`config.mk`:
```
export PLATFORM = sky130hd
export DESIGN_NAME = move_sequencer
export DESIGN_NICKNAME = d
export VERILOG_FILES = /design/src/rtl/chess_pkg.sv /design/src/rtl/move_sequencer.sv
export SDC_FILE = /design/constraint.sdc
export NUM_CORES = 1
export LEC_CHECK = 0
export CAP_MARGIN = 0
export CORE_AREA = 5 5 65 81
export DETAILED_ROUTE_END_ITERATION = 10
export DIE_AREA = 0 0 70 86
export GPL_ROUTABILITY_DRIVEN = 0
export PLACE_DENSITY = 0.86
export SETUP_SLACK_MARGIN = 0.05
export SLEW_MARGIN = 40
export SYNTH_ARGS = -nofsm -noshare
export SYNTH_HDL_FRONTEND = slang
export SYNTH_SLANG_ARGS = --single-unit
```
`constraint.sdc`:
```
create_clock -name clk -period 1.9 [get_ports clk]
set_clock_uncertainty 0.05 [all_clocks]
set_input_delay 0.38 -clock clk [delete_from_list [all_inputs] [get_ports clk]]
set_output_delay 0.38 -clock clk [all_outputs]
set_load 0.02 [all_outputs]
```
`src/rtl/chess_pkg.sv`:
```
// Shared encodings for the board query interface between sequencer and board.
package chess_pkg;

  localparam int unsigned SQ_W    = 6;
  localparam int unsigned PIECE_W = 4;
  localparam int unsigned DATA_W  = SQ_W + 1;

  typedef logic [SQ_W-1:0] square_t;

  typedef enum logic [2:0] {
    SM_IDLE   = 3'd0,
    SM_WRITE  = 3'd1,
    SM_CHECK  = 3'd2,
    SM_VICTIM = 3'd3,
    SM_AGGR   = 3'd4
  } state_mode_t;

  typedef enum logic [1:0] {
    MK_NONE   = 2'd0,
    MK_AGGR   = 2'd1,
    MK_VICTIM = 2'd2,
    MK_CLEAR  = 2'd3
  } mask_mode_t;

  // Piece codes: [3] is colour (1 = black), [2:0] is type, ordered by value.
  localparam logic [PIECE_W-1:0] PC_EMPTY  = 4'h0;
  localparam logic [PIECE_W-1:0] PC_PAWN   = 4'h1;
  localparam logic [PIECE_W-1:0] PC_KNIGHT = 4'h2;
  localparam logic [PIECE_W-1:0] PC_BISHOP = 4'h3;
  localparam logic [PIECE_W-1:0] PC_ROOK   = 4'h4;
  localparam logic [PIECE_W-1:0] PC_QUEEN  = 4'h5;
  localparam logic [PIECE_W-1:0] PC_KING   = 4'h6;
  localparam logic [PIECE_W-1:0] PC_BLACK  = 4'h8;

  // Board arbiter result word.
  typedef struct packed {
    logic    found;
    square_t sq;
  } query_t;

endpackage

```
`src/rtl/move_sequencer.sv`:
```
// Board-query initiator: loads pieces, then walks captures in MVV-LVA order
// and streams them to the search core over valid/ready.
module move_sequencer
  import chess_pkg::*;
#(
  parameter int unsigned CNT_W = 8
) (
  input  logic              clk,
  input  logic              rst_n,
  input  logic              load_valid,
  output logic              load_ready,
  input  logic [SQ_W-1:0]   load_sq,
  input  logic [PIECE_W-1:0] load_piece,
  input  logic              gen_start,
  input  logic              gen_wtm,
  input  logic              gen_abort,
  output logic              move_valid,
  input  logic              move_ready,
  output logic [SQ_W-1:0]   move_from,
  output logic [SQ_W-1:0]   move_to,
  output logic              gen_done,
  output logic              pos_illegal,
  output logic [CNT_W-1:0]  move_count,
  output logic [2:0]        state_mode,
  output logic              wtm,
  output logic [PIECE_W-1:0] write_bus,
  output logic [SQ_W-1:0]   ss1,
  output logic [1:0]        mask_mode,
  input  logic [DATA_W-1:0] data_out,
  input  logic              illegal
);

  typedef enum logic [3:0] {
    S_IDLE   = 4'd0,
    S_CHECK  = 4'd1,
    S_VICTIM = 4'd2,
    S_AGGR   = 4'd3,
    S_EMIT   = 4'd4,
    S_AMASK  = 4'd5,
    S_VMASK  = 4'd6,
    S_DONE   = 4'd7,
    S_CLEAR  = 4'd8
  } fsm_t;

  fsm_t    state;
  square_t victim_q;
  square_t aggr_q;
  logic    wtm_q;
  query_t  q;

  assign q = data_out;

  // Pass sequencing, query result latches, illegal flag and move counter.
  always_ff @(posedge clk) begin
    if (!rst_n) begin
      state       <= S_IDLE;
      victim_q    <= '0;
      aggr_q      <= '0;
      wtm_q       <= 1'b0;
      pos_illegal <= 1'b0;
      move_count  <= '0;
    end else if (gen_abort && state != S_IDLE) begin
      state <= S_CLEAR;
    end else begin
      case (state)
        S_IDLE: begin
          if (gen_start && !load_valid) begin
            wtm_q       <= gen_wtm;
            move_count  <= '0;
            pos_illegal <= 1'b0;
            state       <= S_CHECK;
          end
        end
        S_CHECK: begin
          pos_illegal <= illegal;
          state       <= illegal ? S_DONE : S_VICTIM;
        end
        S_VICTIM: begin
          if (q.found) begin
            victim_q <= q.sq;
            state    <= S_AGGR;
          end else begin
            state <= S_DONE;
          end
        end
        S_AGGR: begin
          if (q.found) begin
            aggr_q <= q.sq;
            state  <= S_EMIT;
          end else begin
            state <= S_VMASK;
          end
        end
        S_EMIT: begin
          if (move_ready) begin
            if (move_count != '1) move_count <= move_count + CNT_W'(1);
            state <= S_AMASK;
          end
        end
        S_AMASK: state <= S_AGGR;
        S_VMASK: state <= S_VICTIM;
        S_DONE:  state <= S_IDLE;
        S_CLEAR: state <= S_IDLE;
        default: state <= S_IDLE;
      endcase
    end
  end

  // Board command and handshake decode; everything idles while reset is held.
  always_comb begin
    load_ready = 1'b0;
    move_valid = 1'b0;
    move_from  = '0;
    move_to    = '0;
    gen_done   = 1'b0;
    state_mode = SM_IDLE;
    mask_mode  = MK_NONE;
    wtm        = 1'b0;
    write_bus  = '0;
    ss1        = '0;
    if (rst_n) begin
      case (state)
        S_IDLE: begin
          load_ready = 1'b1;
          if (load_valid) begin
            state_mode = SM_WRITE;
            ss1        = load_sq;
            write_bus  = load_piece;
          end
        end
        S_CHECK: begin
          wtm        = wtm_q;
          state_mode = SM_CHECK;
        end
        S_VICTIM: begin
          wtm        = wtm_q;
          state_mode = SM_VICTIM;
        end
        S_AGGR: begin
          wtm        = wtm_q;
          state_mode = SM_AGGR;
          ss1        = victim_q;
        end
        S_EMIT: begin
          wtm        = wtm_q;
          move_valid = !gen_abort;
          move_from  = aggr_q;
          move_to    = victim_q;
        end
        S_AMASK: begin
          wtm       = wtm_q;
          mask_mode = MK_AGGR;
          ss1       = aggr_q;
        end
        S_VMASK: begin
          wtm       = wtm_q;
          mask_mode = MK_VICTIM;
          ss1       = victim_q;
        end
        S_DONE: begin
          wtm       = wtm_q;
          gen_done  = !gen_abort;
          mask_mode = MK_CLEAR;
        end
        S_CLEAR: begin
          wtm       = wtm_q;
          mask_mode = MK_CLEAR;
        end
        default: ;
      endcase
    end
  end

endmodule

```
-- Word level (Yosys, flattened, before mapping)
Cells that the tools add are included.
- eq/ne operators: 14
- reductions and logical operators: 19
- mux-type cells: 36
- bitwise operators: 2
- add/sub/neg operators: 1
- operators by type and width (operator ; number):
    6-bit 2-to-1 mux ; 6
    4-bit one-hot mux with 7 select lines ; 1
    4-bit 2-to-1 mux ; 6
    8-bit 2-to-1 mux ; 3
    6-bit one-hot mux with 3 select lines ; 1
    4-bit by 3-bit equality test with 1-bit output, second input constant ; 4
    8-bit one-hot mux with 2 select lines ; 1
    3-bit one-hot mux with 4 select lines ; 1
    3-bit AND reduction ; 4
    1-bit 2-to-1 mux ; 10
    3-bit 2-to-1 mux ; 3
    8-bit by 1-bit adder with 8-bit output, second input constant ; 1
    4-bit by 2-bit equality test with 1-bit output, second input constant ; 2
    8-bit != test, second input constant ; 1
    8-bit OR reduction ; 1
    2-bit != test, second input constant ; 3
    3-bit != test, second input constant ; 2
    2-bit one-hot mux with 3 select lines ; 1
    2-bit OR reduction ; 3
    5-bit AND reduction ; 1
    4-bit by 1-bit equality test with 1-bit output, second input constant ; 1
    4-bit equality test, second input constant ; 1
    4-bit zero test ; 1
    2-bit 2-to-1 mux ; 2
    7 further kinds ; 12
- input bits: 25
- logic and storage cells: 79
- output and inout port bits: 40
- flip-flop bits (word level): 26

-- Longest topological paths before layout
- depth after elaboration: 5
- gate-level depth with buffers: 6
- depth with buffers taken out: 5

-- Worst setup path after synthesis
OpenSTA, ideal clock, no wires.
- kind: register to output
- start point: reg state[0]
- end point: out write_bus[0]
- arrival: 1.895 ns
- cell stages (with the launch flop): 5
- setup slack: -0.425 ns
- path buffers: 1
- required time: 1.470 ns
- cells stage by stage: dfxtp_1 -> clkbuf_1 -> or3_1 -> nor3_1 -> and3_1
- cells in the longest elaborated chain, start to end: 3
- ends and longest elaborated chain (what ; RTL line ; text):
    start: declaration ; move_sequencer.sv:45 ; fsm_t state;
    start signal: assignment ; move_sequencer.sv:76 ; state <= illegal ? S_DONE : S_VICTIM;
    4-bit zero test ; move_sequencer.sv:122 ; case (state)
    4-bit 2-to-1 mux ; move_sequencer.sv:122 ;
    4-bit 2-to-1 mux ; move_sequencer.sv:121 ; if (rst_n) begin
    end: declaration ; move_sequencer.sv:26 ; output logic [PIECE_W-1:0] write_bus,
Every way passes these cells.

-- Worst setup path after layout
- start point: reg state[0]
- end point: out ss1[5]
- cells in the longest elaborated chain, start to end: 4
- elaborated cells between the ends (all ways): 7
- those cells by class: 3 x eq/ne; 2 x mux; 2 x reduce/logical
- ends and longest elaborated chain (what ; RTL line ; text):
    4-bit by 3-bit equality test with 1-bit output or 4-bit by 2-bit equality test with 1-bit output (tied branches) ; move_sequencer.sv:122 ;
    2-bit OR reduction (no source line) ; - ;
    6-bit one-hot mux with 3 select lines * ; move_sequencer.sv:122 ;
    6-bit 2-to-1 mux * ; move_sequencer.sv:121 ;
    end: declaration ; move_sequencer.sv:27 ; output logic [SQ_W-1:0] ss1,
Every way passes the cells marked *; elsewhere a longest branch is shown, timed or not.

==> impl_summary.txt <==
----------------------------------------------------
[Synthesis]
  Cells after synthesis ... around 230
  Simple-Gate Fraction of Synth Area ... between 30% and 40%
  Number of enable flip-flop cells after synthesis ... 0
  Proportion of synthesized area in mux cells ... 0.678%
  XOR/XNOR Fraction of Synth Area ... between 1 and 1.5%
  Share of async-settable or async-resettable flops after synthesis ... 0%
  Compound-gate portion of the synthesized area ... roughly 22%
  Number of different library cells in the post-synthesis netlist ... 41
  Post-Synth Adder-Cell Area ... less than 1%
  Dominant combinational cell family by area after synthesis ... simple AND/OR/NAND/NOR gates
  Sequential-to-total area share from yosys stat ... 31.3%
  Flops & latches, synth ... 26
  Post-synth design cell area ... 1660 um2
  Syn Area/Cell ... between 7 and 8 um2
  Count of warnings emitted by yosys ... 0
  Primary flip-flop cell chosen by synthesis mapping ... dfxtp_1
  Syn_nets ... 260

[Setup path]
  Critical path arrival ... 1700 ps
  Kind of end point of the critical path ... output port
  Largest driver fanout on the critical path ... 6
  Worst setup path class ... flop to output port
  Required time at the worst-slack endpoint ... roughly 1500 ps
  Kind of start point of the critical path ... flop

[GRT]
  Initial antenna violation count ... 0
  Met1 Track Usage GR ... 24.5%
  Overall track demand over capacity in global routing ... around a quarter
  Met3 Use GR ... between 3 and 4%
  Global-route met2 utilization ... between 40% and 50%
  Via count of the first global-routing pass ... around 2400
  Aggregate global routing overflow ... 0
  Largest net degree at the start of global routing ... 19
  Global-route wire length before repair ... ~12 mm
  Most used routing layer ... met2

[STA]
  Timing-limited maximum frequency ... around 470 MHz
  Slew margin rel. ... slightly below 70%
  Worst Tran Pin Value ... about 460 ps
  Period minus WS final ... between 2000 and 2500 ps
  RSZ-0062 raised after global routing ... true
  Final number of setup-violating endpoints ... 27
  Setup TNS ... -4980 ps
  Worst Hold Margin ... between 400 and 500 ps
  Ratio of final minimum period to clock period ... 112%
  Setup ws final ... -234 ps
  Final Max Tran Viols ... 0
  Final Hold Violating Endpoints ... 0

[Drt]
  Detail-routed net length per standard cell ... 19.2 um
  Drt pass-1 iters ... 6
  DRC violations left ... 0
  Routed vias/inst ... roughly 5.9
  1st-iter DRT viols ... approximately 240
  Number of nets with antenna violations after routing ... 0
  Count of vias placed by the detailed router ... 2375
  Drt total wl ... 7.77 mm

[Clock tree]
  Clock buffers created by TritonCTS ... 3
  Clock transition at path regs ... roughly 100 ps
  Later-pin clock latency in the skew report ... 280 ps
  Library cell used as clock root buffer ... clkbuf_8
  Depth of the CTS H-tree ... 1
  Count of clock tree sinks ... 26
  Buffer levels on the longest clock path ... 2
  TritonCTS clock tree ... done

[Floorplan]
  Cell Rows ... 27
  Number of primary I/O pins ... 65
  Total core area ... 4390 um2
  Floorplan die height ... 86 um
  Floorplan die area ... about 6000 um2
  Horizontal die dimension ... 70 um
  Starting density of the core ... between 30% and 40%

[Power and ir drop]
  Worst supply voltage drop on vdd ... between 0.0005 and 0.0006 V
  Leakage ... approximately 0.0013 uW
  Power density over cell area ... just over 1000 nW/um2

[Run]
  Max-cap check violation count ... 0

[Finish]
  Most frequent standard cell in the layout excluding fill and tap cells ... buf_4
  Highest-count cells in the layout ignoring fill and taps ... buf_4 (48), buf_6 (42), nand2_1 (33)
  Count of nets after finishing ... between 300 and 400
  Layout Area Growth over Synthesis ... 94.9%
  Fill cells ... 270
  Share of layout cells above drive strength 1 ... 46.7%
  Area of all placed cells without fillers ... ~3200 um2
  Ant diodes ... 0

[Place]
  HPWL after detailed placement ... around 4.7 mm
  I/O Buffers ... 64
  Post-Place Setup Slack ... -855 ps
  Placed standard-cell area ... about 2800 um2

[Min path]
  Type of the worst min-delay path ... flop to flop

[Run status]
  Run status ... complete, but fails checks
  Failing checks ... setup timing

----------------------------------------------------
==> state kept, by name, summed over array words and instances, names as in the netlist <==
register and flops:
victim_q 6, pos_illegal 1, move_count 8, state 4, wtm_q 1, aggr_q 6
==> cells in the mapped netlist, drive strengths merged (2+ instances only) <==
master / n / area [um2]
nor2: 15 / 56.3
nand3: 20 / 100
a22oi: 8 / 60.1
nor2b: 6 / 37.5
xnor2: 2 / 17.5
a22o: 9 / 78.8
or4: 3 / 22.5
inv: 3 / 11.3
and3: 5 / 31.3
nor4: 2 / 12.5
or3: 5 / 36.3
buf: 4 / 16.3
o22ai: 2 / 12.5
or2: 2 / 12.5
nand4: 4 / 25.0
o21ai: 5 / 25.0
o211ai: 4 / 30.0
nand2: 35 / 131
nand2b: 4 / 25.0
dfxtp: 26 / 521
a21oi: 23 / 115
nor3: 8 / 40.0
and2: 14 / 87.6
clkbuf: 12 / 45.0
==> through the flow <==
| stage | instances | utilization, % | power, uW |
|---|---|---|---|
| floorplan | 234 | - | 1550 |
| global placement | 384 | 63.0 | 2180 |
| detailed placement | 384 | 63.0 | 2230 |
| CTS | 399 | 70.3 | 3030 |
| global route | 405 | 73.7 | 3440 |
| finish | 405 | 73.7 | 3320 |
==> routing by layer <==
metal / part of all wire, % / wire (um) / vias to the layer above
li1: - / - / 1071
met1: 36 / 2760 / 1131
met2: 54 / 4160 / 141
met3: 6.9 / 539 / 32
met4: 3.9 / 304 / 0
met5: 0 / 0 / -
==> logic make-up (layout without fill, tap and decap cells) <==
logic type | Yosys count | in the layout
AO/OA/AOI/OAI | 57 | 57
XOR/XNOR | 2 | 2
AND/OR/NAND/NOR | 127 | 127
buffers and inverters | 20 | 133
multiplexers | 1 | 1
flip-flops | 26 | 26
adder cells (fa/ha/maj) | 1 | 1
==> final timing paths <==
check                           slack [ps]  startpoint            end  cells after the start
worst max-delay path                  -230    state[0]         ss1[5]                      6
worst min register to register         420       wtm_q          wtm_q                      2
worst max register to register          10    state[0]  move_count[7]                      5
worst min-delay path                   420       wtm_q          wtm_q                      2
==> timing repair <==
item	4_1_cts	5_1_grt
resized for setup	225	42
hold buffers	0	0
pin swaps	21	25
setup endpoints to repair	37	41
buffers inserted	11	11
gates cloned	1	0
==> report_power, final <==
group          total, uW  internal, uW  leakage [uW]  switching (uW)
sequential           697           606      0.000214            90.8
combinational       2140          1120       0.00108            1020
clock                483           283     0.0000357             200
total               3320          2010       0.00133            1320
==> worst max-delay path, stage by stage (launching register included) <==
cell and delay (ps):
dfxtp_4 390, nor4_4 320, and2_4 200, buf_8 120
a22oi_2 80, a21oi_2 170, buf_6 140
==> final cells by class <==
class,instances,area [um2],share of cell area (%)
clock buffer,3,41.3,1.28
inverter,4,15.0,0.464
tap,58,72.6,2.24
sequential,26,538,16.6
multi-input combinational,188,1330,41.2
timing repair buffer,125,1210,37.3
clock inverter,1,30.0,0.927
(Power assumes the default switching activity.)
